**src/rtl/bin_to_bcd_four.sv**
```systemverilog
// Sequential 14-bit binary to four-digit BCD converter (double dabble, one bit per cycle).
// Inputs above 9999 saturate the display to 9999 and raise overflow.
module bin_to_bcd_four (
  input  logic       clk,
  input  logic       rst,
  input  logic [13:0] bin_in,
  input  logic       start,
  output logic [3:0] d4,
  output logic [3:0] d3,
  output logic [3:0] d2,
  output logic [3:0] d1,
  output logic       busy,
  output logic       done,
  output logic       overflow
);

  localparam int unsigned BIN_W     = 14;
  localparam int unsigned BCD_W     = 16;
  localparam int unsigned CNT_W     = 4;
  localparam int unsigned LAST_ITER = BIN_W - 1;
  localparam int unsigned MAX_DEC   = 9999;

  typedef enum logic {
    IDLE  = 1'b0,
    SHIFT = 1'b1
  } state_t;

  state_t           state;
  logic [BIN_W-1:0] shift_q;
  logic [BCD_W-1:0] acc_q;
  logic [CNT_W-1:0] cnt_q;
  logic             sat_q;

  logic [BCD_W-1:0] acc_adj;
  logic [BCD_W-1:0] acc_next;
  logic [BIN_W-1:0] shift_next;

  // One double-dabble step: add 3 to nibbles >= 5, then shift {acc, shift} left.
  always_comb begin
    acc_adj = acc_q;
    for (int i = 0; i < 4; i++) begin
      if (acc_q[4*i +: 4] >= 4'd5) begin
        acc_adj[4*i +: 4] = acc_q[4*i +: 4] + 4'd3;
      end
    end
    acc_next   = BCD_W'({acc_adj, shift_q[BIN_W-1]});
    shift_next = {shift_q[BIN_W-2:0], 1'b0};
  end

  always_ff @(posedge clk) begin
    if (rst) begin
      state    <= IDLE;
      shift_q  <= '0;
      acc_q    <= '0;
      cnt_q    <= '0;
      sat_q    <= 1'b0;
      d4       <= '0;
      d3       <= '0;
      d2       <= '0;
      d1       <= '0;
      busy     <= 1'b0;
      done     <= 1'b0;
      overflow <= 1'b0;
    end else begin
      done <= 1'b0;
      case (state)
        IDLE: begin
          if (start) begin
            shift_q <= bin_in;
            acc_q   <= '0;
            cnt_q   <= '0;
            sat_q   <= (bin_in > BIN_W'(MAX_DEC));
            busy    <= 1'b1;
            state   <= SHIFT;
          end
        end
        SHIFT: begin
          acc_q   <= acc_next;
          shift_q <= shift_next;
          cnt_q   <= cnt_q + CNT_W'(1);
          if (cnt_q == CNT_W'(LAST_ITER)) begin
            // Digits only change here, so partial accumulator values never reach the outputs.
            if (sat_q) begin
              {d4, d3, d2, d1} <= 16'h9999;
            end else begin
              {d4, d3, d2, d1} <= acc_next;
            end
            overflow <= sat_q;
            done     <= 1'b1;
            busy     <= 1'b0;
            state    <= IDLE;
          end
        end
        default: state <= IDLE;
      endcase
    end
  end

endmodule

```
**config.mk**
```make
export PLATFORM = sky130hd
export DESIGN_NAME = bin_to_bcd_four
export DESIGN_NICKNAME = d
export VERILOG_FILES = /design/src/rtl/bin_to_bcd_four.sv
export SDC_FILE = /design/constraint.sdc
export NUM_CORES = 1
export LEC_CHECK = 0
export CORE_MARGIN = 3
export CORE_UTILIZATION = 60
export CTS_BUF_LIST = sky130_fd_sc_hd__clkbuf_2 sky130_fd_sc_hd__clkbuf_4 sky130_fd_sc_hd__clkbuf_8
export DETAILED_ROUTE_END_ITERATION = 8
export PLACE_DENSITY = 0.87
export SLEW_MARGIN = 0
export SYNTH_ARGS = -nofsm -noshare
export SYNTH_HDL_FRONTEND = slang
export SYNTH_SLANG_ARGS = --single-unit
```
**constraint.sdc**
```tcl
create_clock -name clk -period 3.4 [get_ports clk]
set_clock_uncertainty 0.05 [all_clocks]
set_input_delay 1.02 -clock clk [delete_from_list [all_inputs] [get_ports clk]]
set_output_delay 1.02 -clock clk [all_outputs]
set_load 0.1 [all_outputs]
```
==> qor.txt <==
Outcome -> finished, final reports clean
FF-to-FF path depth -> 5
WP data arrival -> 2.41 ns
Setup bufs post-CTS -> 0
Logic gate share of total power -> 8.8%
Commonest cells after routing, fill and taps aside -> dfxtp_1, nor2_1, a21oi_1
Critical Path Sink Type -> flip-flop
Max_cap viols -> 0
Switching pwr -> 278.6 uW
Root Buffer -> clkbuf_8
ANT cells -> 0
Final hold violations -> 0
Synth Flop Type -> dfxtp_1
Gr usage total -> 21.89%
First-pass GRT wire length -> 8873 um
P_leak -> 0.001122 uW
Chip Width -> 71.08 um
Slew @ Worst Pin -> 0.5648 ns
I/O pin cnt -> 36
Cells after Synth -> 288
Post-DP HPWL -> 3726 um
RSZ-0062 raised after global routing -> false
Part of the cycle the worst path needs -> 67.13%
Clock net sink count -> 55
CTS Hold Bufs -> 0
Routed Antenna Nets -> 0
Seq pwr share -> 54.7%
Share of layout cells above drive strength 1 -> 12.06%
Area Overhead vs Synth -> 16.30%
Clock power share -> 36.5%
Row cnt -> 23
Slew HR -> 62.35%
Initial antenna violation count -> 0
Worst skew pair latency -> 0.31 ns
Synth area leader -> dfxtp_1
Placeable Area -> 4058 sq um
DR WL/cell -> 14.44 um
Reg-to-Reg Start -> cnt_q[0]
Seq/Total Area, Yosys -> 43.33%
NumNets Final -> 341
# H-tree levels -> 2
CTS tree -> done
Worst Hold Endpoint -> overflow
Required time of the critical path -> 3.52 ns
Startpoint Class -> primary input
Vias -> 2125
CP Max Fanout -> 25
Total power per unit cell area -> 413.1 nW/um^2
Post-synth top area share -> 43.33%
Largest net degree at the start of global routing -> 63
Mapped Area -> 2541 sq um
R2R Path End -> d3[3]
Number of global-route vias before repair -> 2014
Placer Congestion -> 0.7682
Most common cell after layout, fill and taps aside -> dfxtp_1
Initial Util -> 62.63%
Initial drt markers -> 88
CTS clk-pin slew, worst paths -> 0.09 ns
VDD IR max -> 0.0002811 V
Clk buf depth -> 2
R2R setup slack -> 1.63 ns
DRC errors left -> 0
Number of clock buffers inserted by TritonCTS -> 5
DR pass1 iterations -> 4
Warnings, synthesis -> 0
Post-synth ARST share -> 0%
Routed vias/inst -> 5.822
Post-CTS resize count -> 0
Final setup fails -> 0
Total Wirelength -> 5272 um
Max Fclk -> 438.1 MHz
Hold depth -> 2
Min Tclk post-route -> 2.282 ns
Final Total Pwr -> 1221 uW
Die area -> 5052 sq um
Fillers -> 323
Worst Hold Class -> flip-flop to flip-flop
Grt ovf -> 0
Sw Ratio -> 22.82%
Pint -> 942.2 uW
EDFF count, synth -> 0
Synth top area cells -> dfxtp_1, nor2_1, mux2i_1
Final max-slew violation count -> 0
Synth Area per Inst -> 8.824 sq um
Vert. Die Dim -> 71.08 um
Synthesized Nets -> 315
Yosys cell types -> 36
Hold Crit Start -> overflow
Number of synthesized register bits -> 55
Count of input and output buffers -> 35
Setup TNS -> 0 ns
Crit path kind -> primary input to flip-flop
[cells in the mapped netlist (all sizes together), types with 3 or more instances]
library cell and n:
nor2 47, mux2 4, o21ai 17, a21oi 29, ha 10, o22ai 4
mux2i 15, a211oi 3, nor3b 8, nand3b 9, nand2b 11, nor3 6
xnor2 3, nand2 7, dfxtp 55, buf 11, clkbuf 8, o32ai 10
inv 13
[kinds of logic after synthesis]
kind of cell	share of synthesized area [%]
and+or+nand+nor	21.17
AOI/OAI and AO/OA	16.30
DFF	43.33
buffers and inverters	5.564
muxes	7.681
adders and majority gates	4.924
xor gates and xnor gates	1.034
[power groups by stage]
stage / clock network [uW] / registers, uW / logic, uW
floorplan: 0 / 686 / 70.2
global placement: 0 / 683 / 103
detailed placement: 0 / 683 / 108
CTS: 452 / 668 / 108
global route: 474 / 670 / 118
finish: 445 / 668 / 108
[worst max path at each step]
| stage | from | to | slack (ns) | cells after the start |
|---|---|---|---|---|
| 2_1_floorplan | d1[0] | d1[0] | 1.41 | 0 |
| 3_3_place_gp | rst | sat_q | 0.84 | 4 |
| 3_5_place_dp | start | acc_q[13] | 0.80 | 4 |
| 4_1_cts | start | acc_q[13] | 1.13 | 4 |
| 5_1_grt | start | acc_q[13] | 1.03 | 4 |
| 6_report | start | acc_q[13] | 1.12 | 4 |
[routing by layer]
layer	track usage (%)	share of wire [%]
met1	25.91	43
met2	38.11	50
met3	3.551	4.3
met4	11.06	2.3
met5	0	0
[cell type report]
type	instances	area, sq um	area share (%)
Timing Repair Buffer	38	325.3	11.01
Multi-Input combinational cell	201	1299	43.95
Clock inverter	2	35.03	1.185
Clock buffer	6	82.58	2.794
Sequential cell	55	1102	37.30
Inverter	13	48.80	1.651
Tap cell	50	62.56	2.117
[flip-flops by register name, summed over array words and instances (netlist names)]
| name | count |
|---|---|
| acc_q | 16 |
| shift_q | 14 |
| cnt_q | 4 |
| d1 | 4 |
| d2 | 4 |
| d3 | 4 |
| d4 | 4 |
| busy | 1 |
| done | 1 |
| overflow | 1 |
| sat_q | 1 |
| state | 1 |
[worst max-delay path, cell delays in order]
cell             delay (ns)
clkdlybuf4s50_1        0.47
buf_4                  0.33
or2_1                  0.41
o311ai_0               0.16
[per-stage QoR]
stage               setup slack [ns]  hold WS (ns)  cell area, sq um  instances  utilization [%]
finish                         1.118        0.4075              2955        365            72.83
global route                   1.033        0.4345              2955        365            72.83
CTS                            1.126        0.4099              2955        365            72.83
detailed placement            0.7982        0.3974              2838        357            69.94
global placement              0.8373        0.3966              2838        357            69.94
floorplan                      1.405        0.4037              2541        288                -
No activity file was read; power rests on OpenSTA's default activity.
